$ cat src/rtl/pe_pkg.sv
// Shared definitions for the weight-stationary PE and the array-level adders:
// default widths, pipeline depth limit and the saturate/truncate reduction.
package pe_pkg;

  localparam int PE_DATA_W = 8;
  localparam int PE_ACC_W  = 8;
  localparam int PIPE_MAX  = 2;

  // Widest intermediate sum the reduction helper accepts.
  localparam int SUM_MAX_W = 128;

  // Reduce a wide unsigned sum to acc_w bits.
  // Returns {overflow, result}. The result occupies the low acc_w bits.
  // On overflow the result either wraps (keeps the low bits) or clamps to all-ones.
  function automatic logic [SUM_MAX_W:0] sat_trunc(
    input logic [SUM_MAX_W-1:0] sum,
    input int unsigned          acc_w,
    input logic                 saturate
  );
    logic [SUM_MAX_W-1:0] lim;
    logic [SUM_MAX_W-1:0] res;
    logic                 ovf;
    lim = {SUM_MAX_W{1'b1}} >> (SUM_MAX_W - acc_w);
    ovf = (sum > lim);
    if (ovf) begin
      if (saturate) begin
        res = lim;
      end else begin
        res = sum & lim;
      end
    end else begin
      res = sum;
    end
    return {ovf, res};
  endfunction

endpackage

$ cat src/rtl/pe_mac_core.sv
// Multiply-add datapath of the PE: unsigned product of weight and subject,
// optional register after the multiplier, add of either calc_in or the
// accumulator, width reduction, and the registered result with its valid.
module pe_mac_core
  import pe_pkg::*;
#(
  parameter int DATA_W   = PE_DATA_W,
  parameter int ACC_W    = PE_ACC_W,
  parameter int PIPE     = 1,
  parameter int SATURATE = 0
) (
  input  logic              clk,
  input  logic              reset,
  input  logic              in_valid,
  input  logic              in_mode,
  input  logic              in_clear,
  input  logic [DATA_W-1:0] in_weight,
  input  logic [DATA_W-1:0] in_subject,
  input  logic [ACC_W-1:0]  in_calc,
  input  logic [ACC_W-1:0]  acc_val,
  output logic              add_fire,
  output logic              add_mode,
  output logic              add_ovf,
  output logic [ACC_W-1:0]  add_res,
  output logic [ACC_W-1:0]  out_res,
  output logic              out_valid
);

  localparam int PROD_W = 2 * DATA_W;
  localparam int SUM_W  = ACC_W + 2 * DATA_W + 1;

  logic [PROD_W-1:0] prod_s;

  // Operands seen by the add stage (either direct or from stage 1).
  logic              a_valid_s;
  logic              a_mode_s;
  logic              a_clear_s;
  logic [PROD_W-1:0] a_prod_s;
  logic [ACC_W-1:0]  a_calc_s;

  logic [ACC_W-1:0]  addend_s;
  logic [SUM_W-1:0]  sum_s;
  logic [SUM_MAX_W:0] red_s;

  logic [ACC_W-1:0]  out_res_d, out_res_q;
  logic              out_valid_d, out_valid_q;

  // Full-width unsigned product using the weight active in the capture cycle.
  always_comb begin
    prod_s = PROD_W'(in_weight) * PROD_W'(in_subject);
  end

  if (PIPE >= PIPE_MAX) begin : g_stage1
    logic              s1_valid_d, s1_valid_q;
    logic              s1_mode_d, s1_mode_q;
    logic              s1_clear_d, s1_clear_q;
    logic [PROD_W-1:0] s1_prod_d, s1_prod_q;
    logic [ACC_W-1:0]  s1_calc_d, s1_calc_q;

    // Stage-1 next state: the sample and its mode/clear tag travel together.
    always_comb begin
      s1_valid_d = in_valid;
      s1_mode_d  = s1_mode_q;
      s1_clear_d = s1_clear_q;
      s1_prod_d  = s1_prod_q;
      s1_calc_d  = s1_calc_q;
      if (in_valid) begin
        s1_mode_d  = in_mode;
        s1_clear_d = in_clear;
        s1_prod_d  = prod_s;
        s1_calc_d  = in_calc;
      end else begin
        s1_valid_d = 1'b0;
      end
    end

    // Stage-1 register after the multiplier; reset flushes in-flight samples.
    always_ff @(posedge clk) begin
      if (reset) begin
        s1_valid_q <= 1'b0;
        s1_mode_q  <= 1'b0;
        s1_clear_q <= 1'b0;
        s1_prod_q  <= {PROD_W{1'b0}};
        s1_calc_q  <= {ACC_W{1'b0}};
      end else begin
        s1_valid_q <= s1_valid_d;
        s1_mode_q  <= s1_mode_d;
        s1_clear_q <= s1_clear_d;
        s1_prod_q  <= s1_prod_d;
        s1_calc_q  <= s1_calc_d;
      end
    end

    assign a_valid_s = s1_valid_q;
    assign a_mode_s  = s1_mode_q;
    assign a_clear_s = s1_clear_q;
    assign a_prod_s  = s1_prod_q;
    assign a_calc_s  = s1_calc_q;
  end else begin : g_direct
    assign a_valid_s = in_valid;
    assign a_mode_s  = in_mode;
    assign a_clear_s = in_clear;
    assign a_prod_s  = prod_s;
    assign a_calc_s  = in_calc;
  end

  // Add stage: a clear now, or one captured with this sample, zeroes the accumulator addend.
  always_comb begin
    addend_s = a_calc_s;
    if (a_mode_s) begin
      if (in_clear || a_clear_s) begin
        addend_s = {ACC_W{1'b0}};
      end else begin
        addend_s = acc_val;
      end
    end else begin
      addend_s = a_calc_s;
    end
    sum_s   = SUM_W'(addend_s) + SUM_W'(a_prod_s);
    red_s   = sat_trunc(SUM_MAX_W'(sum_s), unsigned'(ACC_W), (SATURATE != 0));
    add_ovf = a_valid_s & red_s[SUM_MAX_W];
    add_res = red_s[ACC_W-1:0];
  end

  // Result next state: only qualified samples change the visible result.
  always_comb begin
    out_valid_d = a_valid_s;
    if (a_valid_s) begin
      out_res_d = add_res;
    end else begin
      out_res_d = out_res_q;
    end
  end

  // Output register of the datapath.
  always_ff @(posedge clk) begin
    if (reset) begin
      out_res_q   <= {ACC_W{1'b0}};
      out_valid_q <= 1'b0;
    end else begin
      out_res_q   <= out_res_d;
      out_valid_q <= out_valid_d;
    end
  end

  assign add_fire  = a_valid_s;
  assign add_mode  = a_mode_s;
  assign out_res   = out_res_q;
  assign out_valid = out_valid_q;

endmodule

$ cat src/rtl/pe_ws_mac.sv
// Weight-stationary systolic PE: double-buffered weight (shadow chained to
// the next PE, active used for compute), one-cycle subject forwarding, local
// accumulator with sticky overflow, around the pe_mac_core datapath.
module pe_ws_mac
  import pe_pkg::*;
#(
  parameter int DATA_W   = PE_DATA_W,
  parameter int ACC_W    = PE_ACC_W,
  parameter int PIPE     = 1,
  parameter int SATURATE = 0
) (
  input  logic              clk,
  input  logic              reset,
  input  logic [DATA_W-1:0] weight_in,
  input  logic              weight_load,
  input  logic              weight_swap,
  output logic [DATA_W-1:0] weight_out,
  input  logic [DATA_W-1:0] subject_in,
  input  logic              subject_valid_in,
  output logic [DATA_W-1:0] subject_out,
  output logic              subject_valid_out,
  input  logic [ACC_W-1:0]  calc_in,
  input  logic              acc_mode,
  input  logic              acc_clear,
  output logic [ACC_W-1:0]  pe_out,
  output logic              pe_valid_out,
  output logic              overflow
);

  logic [DATA_W-1:0] shadow_d, shadow_q;
  logic [DATA_W-1:0] active_d, active_q;
  logic [DATA_W-1:0] subj_d, subj_q;
  logic              subj_vld_d, subj_vld_q;
  logic [ACC_W-1:0]  acc_d, acc_q;
  logic              ovf_d, ovf_q;

  logic              add_fire_s;
  logic              add_mode_s;
  logic              add_ovf_s;
  logic [ACC_W-1:0]  add_res_s;

  pe_mac_core #(
    .DATA_W   (DATA_W),
    .ACC_W    (ACC_W),
    .PIPE     (PIPE),
    .SATURATE (SATURATE)
  ) u_core (
    .clk        (clk),
    .reset      (reset),
    .in_valid   (subject_valid_in),
    .in_mode    (acc_mode),
    .in_clear   (acc_clear),
    .in_weight  (active_q),
    .in_subject (subject_in),
    .in_calc    (calc_in),
    .acc_val    (acc_q),
    .add_fire   (add_fire_s),
    .add_mode   (add_mode_s),
    .add_ovf    (add_ovf_s),
    .add_res    (add_res_s),
    .out_res    (pe_out),
    .out_valid  (pe_valid_out)
  );

  // Weight buffers: swap reads the old shadow even when a load lands the same cycle.
  always_comb begin
    if (weight_load) begin
      shadow_d = weight_in;
    end else begin
      shadow_d = shadow_q;
    end
    if (weight_swap) begin
      active_d = shadow_q;
    end else begin
      active_d = active_q;
    end
  end

  // Subject forwarding to the neighbour, regardless of validity.
  always_comb begin
    subj_d     = subject_in;
    subj_vld_d = subject_valid_in;
  end

  // Accumulator and sticky overflow: clear drops prior state, a firing sample still lands.
  always_comb begin
    if (add_fire_s && add_mode_s) begin
      acc_d = add_res_s;
    end else if (acc_clear) begin
      acc_d = {ACC_W{1'b0}};
    end else begin
      acc_d = acc_q;
    end
    if (acc_clear) begin
      ovf_d = add_ovf_s;
    end else begin
      ovf_d = ovf_q | add_ovf_s;
    end
  end

  // State registers of the PE wrapper.
  always_ff @(posedge clk) begin
    if (reset) begin
      shadow_q   <= {DATA_W{1'b0}};
      active_q   <= {DATA_W{1'b0}};
      subj_q     <= {DATA_W{1'b0}};
      subj_vld_q <= 1'b0;
      acc_q      <= {ACC_W{1'b0}};
      ovf_q      <= 1'b0;
    end else begin
      shadow_q   <= shadow_d;
      active_q   <= active_d;
      subj_q     <= subj_d;
      subj_vld_q <= subj_vld_d;
      acc_q      <= acc_d;
      ovf_q      <= ovf_d;
    end
  end

  assign weight_out        = shadow_q;
  assign subject_out       = subj_q;
  assign subject_valid_out = subj_vld_q;
  assign overflow          = ovf_q;

endmodule
$ cat config.mk
export PLATFORM = sky130hd
export DESIGN_NAME = pe_ws_mac
export DESIGN_NICKNAME = d
export VERILOG_FILES = /design/src/rtl/pe_pkg.sv /design/src/rtl/pe_mac_core.sv /design/src/rtl/pe_ws_mac.sv
export SDC_FILE = /design/constraint.sdc
export NUM_CORES = 1
export LEC_CHECK = 0
export CAP_MARGIN = 5
export CORE_MARGIN = 4
export CORE_UTILIZATION = 40
export CTS_CLUSTER_SIZE = 30
export DETAILED_ROUTE_END_ITERATION = 10
export HOLD_SLACK_MARGIN = 0.12
export PLACE_DENSITY = 0.67
export SETUP_SLACK_MARGIN = 0.3
export SLEW_MARGIN = 10
export SYNTH_ARGS = -nofsm -noshare
export SYNTH_HDL_FRONTEND = slang
export SYNTH_SLANG_ARGS = --single-unit
$ cat constraint.sdc
create_clock -name clk -period 5.6 [get_ports clk]
set_input_delay 1.12 -clock clk [delete_from_list [all_inputs] [get_ports clk]]
set_output_delay 1.12 -clock clk [all_outputs]
set_load 0.1 [all_outputs]
======== Word level (Yosys, flattened, before mapping) ========
Cells that the tools add are included.
word-level totals
  flip-flop bits (word level) ............. 42
  latch bits .............................. 0
  bits in writable memories ............... 0
  bits in read-only memories .............. 0
  input bits .............................. 31
  output and inout port bits .............. 27
  logic and storage cells ................. 17
  memories kept ........................... 0
operators by class
  $add $sub $neg .......................... 1
  multiply operators ...................... 1
  divide/modulo/power cells ............... 0
  order comparisons ....................... 1
  equality and inequality tests ........... 0
  shifts and indexed selects .............. 0
  muxes and demuxes ....................... 4
  bitwise operators ....................... 2
  reduce and logical (&&, ||, !) cells .... 1
operator list
  cell                 number
  $gt 25x8->1 const B  1
  $mux 8               3
  $add 8x16->17        1
  $mul 8x8->16         1
  $and 1x1->1          1
  $logic_and 1x1->1    1
  $mux 1               1
  $or 1x1->1           1

======== Logic depth before layout (Yosys ltp) ========
  word-level depth ........................ 7
  mapped depth ............................ 19
  gate-level depth less buffers ........... 19

======== By module ========
From an unflattened synthesis, not the netlist that was laid out.
second synthesis, totals
  cell total of the unflattened synthesis .. 452
  area total of the unflattened synthesis .. 4,139.0 µm²
by module, submodules not included
  module       instances  cells each  area an instance (µm²)  seq. area each (µm²)
  pe_mac_core  1          342         2,940.3                 180.2
  pe_ws_mac    1          110         1,198.6                 680.7

======== Least setup slack after synthesis ========
OpenSTA, ideal clock, no wires.
  path kind ............................... input-to-reg
  from .................................... input acc_mode
  to ...................................... register ovf_q (netlist: overflow)
  setup time .............................. 0.133 ns
  arrival ................................. 5.302 ns
  required time ........................... 5.467 ns
  setup slack ............................. 0.165 ns
  stages on the path ...................... 17
  path buffers ............................ 1
  cells stage by stage .................... clkbuf_1 > mux2i_1 > fa_1 > inv_1 > fa_1 > inv_1 > fa_1 > fa_1 > inv_1 > ha_1 > a21o_1 > a21o_1 > a31o_1 > or3_1 > a21oi_1 > nor4b_2 > a311oi_1
between the ends
  cells in the longest elaborated chain, start to end .. 6
ends and longest elaborated chain
  what                    line                RTL
  start: declaration      pe_ws_mac.sv:23     input logic acc_mode,
  $mux 8 (*)              pe_mac_core.sv:110  if (a_mode_s) begin
  $add 8x16->17 (*)       pe_mac_core.sv:119  sum_s = SUM_W'(addend_s) + SUM_W'(a_prod_s);
  $gt 25x8->1 (*)         pe_pkg.sv:24        ovf = (sum > lim);
  $and 1x1->1 (*)         pe_mac_core.sv:121  add_ovf = a_valid_s & red_s[SUM_MAX_W];
  $or 1x1->1              pe_ws_mac.sv:97     ovf_d = ovf_q | add_ovf_s;
  $mux 1 (*)              pe_ws_mac.sv:94     if (acc_clear) begin
  end signal: assignment  pe_ws_mac.sv:116    ovf_q <= ovf_d;
  end: declaration        pe_ws_mac.sv:35     logic ovf_d, ovf_q;
Mark *: on every way between the ends. The rest lies on a longest branch, timed or not.
A chain may end at the register's enable or synchronous reset.

======== Worst setup path in the final report ========
  from .................................... input subject_in[0]
  to ...................................... register ovf_q (netlist: overflow)
between the ends
  cells in the longest elaborated chain, start to end .. 6
ends and longest elaborated chain
  what                line                RTL
  start: declaration  pe_ws_mac.sv:18     input logic [DATA_W-1:0] subject_in,
  $mul 8x8->16 (*)    pe_mac_core.sv:50   prod_s = PROD_W'(in_weight) * PROD_W'(in_subject);
  $add 8x16->17 (*)   pe_mac_core.sv:119
  $gt 25x8->1 (*)     pe_pkg.sv:24
  $and 1x1->1 (*)     pe_mac_core.sv:121
  $or 1x1->1          pe_ws_mac.sv:97
  $mux 1 (*)          pe_ws_mac.sv:94
Marks and branches as above.

==> run_results.csv <==
group,metric,value,unit
status,status,"complete, no violations",
synthesis,synth_seq_area_share,20.8,%
synthesis,syn-num-nets,572,
synthesis,ys_types,43,
clock_network,clock-sinks,42,
clock_network,clk_latency,0.30,ns
place,portBuffers,57,
timing,finalSetupViolations,0,
detailed_routing,drc_errors,0,
power_and_ir_drop,leakage,2.55,nW
power_and_ir_drop,powerDensity,192,mW/mm²
final_layout,final_util,52.6,%
place,dp.cells,663,
timing,fmax,0.195,GHz
setup_path,rr_worst_depth,16,
power_and_ir_drop,ir_drop,0.161,mV
timing,worst_pin_slew,0.987,ns
setup_path,arrival,5.34,ns
detailed_routing,ant_nets,0,
synthesis,syn_area_per_cell,8.84,µm²
synthesis,netlist.area_leader.share,21.8,%
synthesis,synth_area,0.00404,mm²
setup_path,end_kind,"flip-flop",
clock_network,clockBufferDepth,2,
synthesis,synthArstFlopShare,0,%
floorplanning,rows,36,
setup_path,cp_max_fo,3,
setup_path,criticalPathCategory,"in2reg",
timing,maxSlewViolCount,0,
synthesis,synth_edf_count,0,
global_route,antenna_found_initial,0,
hold_path,hp-class,"reg2reg",
final_layout,final_area,0.00517,mm²
timing,hold_viol,0,
setup_path,start_kind,"primary input",
floorplanning,die_area,0.0118,mm²
timing,finalCritPeriodShare,91.5,%
clock_network,cts_tree,"done",
setup_path,worst_ep_required_time,5.81,ns
floorplanning,core_area,0.00982,mm²
clock_network,cts_setup_buffers,0,
final_layout,drive_gt1_share,13.0,%
synthesis,ys_seq_elements,42,
timing,fin_tns_setup,0,ns
detailed_routing,post_drt_via_cell_ratio,4.79,
detailed_routing,drt_iter0_markers,124,
global_route,grt_pass1_vias,3455,
final_layout,layout_common_cells,"62 x inv_1, 55 x nand2_1, 44 x fa_1, 44 x clkdlybuf4s50_1, 42 x dfxtp_1",
global_route,grt_pass1_wl,16000,µm
timing,min_period,5.13,ns
place,hpwlAfterDp,7400,µm
floorplanning,die_width,109,µm
timing,slew_headroom,34.0,%
clock_network,h-tree-depth,2,
global_route,overflow,0,
detailed_routing,drt_wl_total,9070,µm
synthesis,ys.flop_type,"dfxtp_1",
run,maxCapViolCount,0,
floorplanning,initial_core_util,41.1,%
final_layout,instances_no_fill,671,
place,place_area,0.00495,mm²
clock_network,postCtsHoldBufs,0,
final_layout,area_delta_synth_final,27.9,%
floorplanning,die_y,109,µm
clock_network,clockRootBuffer,"clkbuf_8",
final_layout,layout.nets,652,
clock_network,clk_pin_slew_worst_paths,0.08,ns
synthesis,ys.warnings.count,0,
timing,rsz0062_at_grt,"false",
global_route,grt_max_degree,44,
detailed_routing,drt-wirelength-per-cell,13.5,µm
synthesis,syn_inst,457,
detailed_routing,num_vias,3212,
final_layout,diodes,0,
timing,fin_skew,0.00772,ns
synthesis,synth_top_cells_by_area,"fa_1 22%, dfxtp_1 21%, ha_1 12%",
hold_path,worstHoldPathCells,2,
synthesis,synth.largest_area_cell,"fa_1",
floorplanning,io_pins,58,
clock_network,cts_inserted_buffers,5,
global_route,grt_usage,16.7,%
detailed_routing,first_pass_iters,4,
place,globalplace.congestion,0.879,
final_layout,final_common_cell,"inv_1",
[Yosys cell counts, drive strengths merged, types with 4 or more instances]
cell type  number
nor2b          20
nand3b          4
nor3            4
a211oi          5
nand2          55
inv            64
dfxtp          42
a21o            6
clkbuf         13
ha             40
a21oi          14
mux2i          31
and2           37
fa             44
o21ai          10
buf             4
nor2           34
[power by group]
group	leakage, nW	total, mW	switching, mW	internal, mW
clock network	0.0683	0.287	0.109	0.179
logic	2.14	0.376	0.230	0.146
registers	0.345	0.329	0.0125	0.317
total	2.55	0.993	0.351	0.642
[registers in the layout, summed over array words and instances, names as in the netlist]
signal,count
u_core.out_valid,1
acc_q,8
active_q,8
subject_out,8
weight_out,8
overflow,1
u_core.out_res,8
[stage by stage]
stage,total power [mW],hold slack [ns],setup WS (ns)
after detailed placement,0.696,0.485,-0.204
after global routing,1.05,0.540,0.308
after CTS,0.992,0.502,0.330
after global placement,0.689,0.471,-0.144
final,0.993,0.496,0.474
after floorplan,0.580,0.539,0.315
[kinds of logic (layout without fill, tap and decap cells)]
kind of cell | count (synthesis) | count (layout) | synth area share [%]
flip-flops | 42 | 42 | 20.8
AND/OR/NAND/NOR | 166 | 166 | 20.5
buffers and inverters | 81 | 162 | 7.84
multiplexers | 33 | 33 | 8.24
AO/OA/AOI/OAI | 48 | 48 | 7.80
XOR/XNOR | 3 | 3 | 0.650
adder cells (fa/ha/maj) | 84 | 84 | 34.2
[worst paths after layout]
check	startpoint	end	slack (ns)
setup / recovery	subject_in[0]	overflow	0.47
hold reg to reg	u_core.out_res[4]	u_core.out_res[4]	0.50
hold / removal	u_core.out_res[4]	u_core.out_res[4]	0.50
setup reg to reg	active_q[5]	overflow	1.09
[final cells by class]
type / instances / area (µm²)
multi-input cells: 334 / 2980
inverters: 64 / 240
repair buffers: 90 / 802
clock inverters: 3 / 68.8
flip-flops and latches: 42 / 841
fillers: 937 / 4650
clock buffers: 5 / 68.8
well taps: 133 / 166
[worst max-delay path: stages]
cell,delay [ns]
dlygate4sd2_1,0.27
buf_4,0.14
nand2_1,0.07
fa_1,0.52
inv_1,0.05
fa_1,0.50
inv_1,0.05
fa_1,0.49
fa_1,0.50
inv_1,0.05
ha_1,0.20
a21o_1,0.19
a21o_1,0.17
a31o_1,0.21
a31oi_1,0.19
mux2i_1,0.30
nor4b_4,0.08
a311oi_1,0.24
[routing by layer]
metal / global-route usage (%) / share of wire, %
met1: 23.4 / 47
met2: 27.5 / 49
met3: 2.75 / 3.5
met4: 2.43 / 0.81
met5: 0 / 0
[what timing repair did]
item / CTS / global route
gates resized for setup: 15 / 32
endpoints found under the hold margin: 0 / 0
gates cloned: 0 / 0
setup endpoints to repair: 1 / 1
pin swaps: 1 / 15
Note: power is estimated with default switching activity, not from simulation.
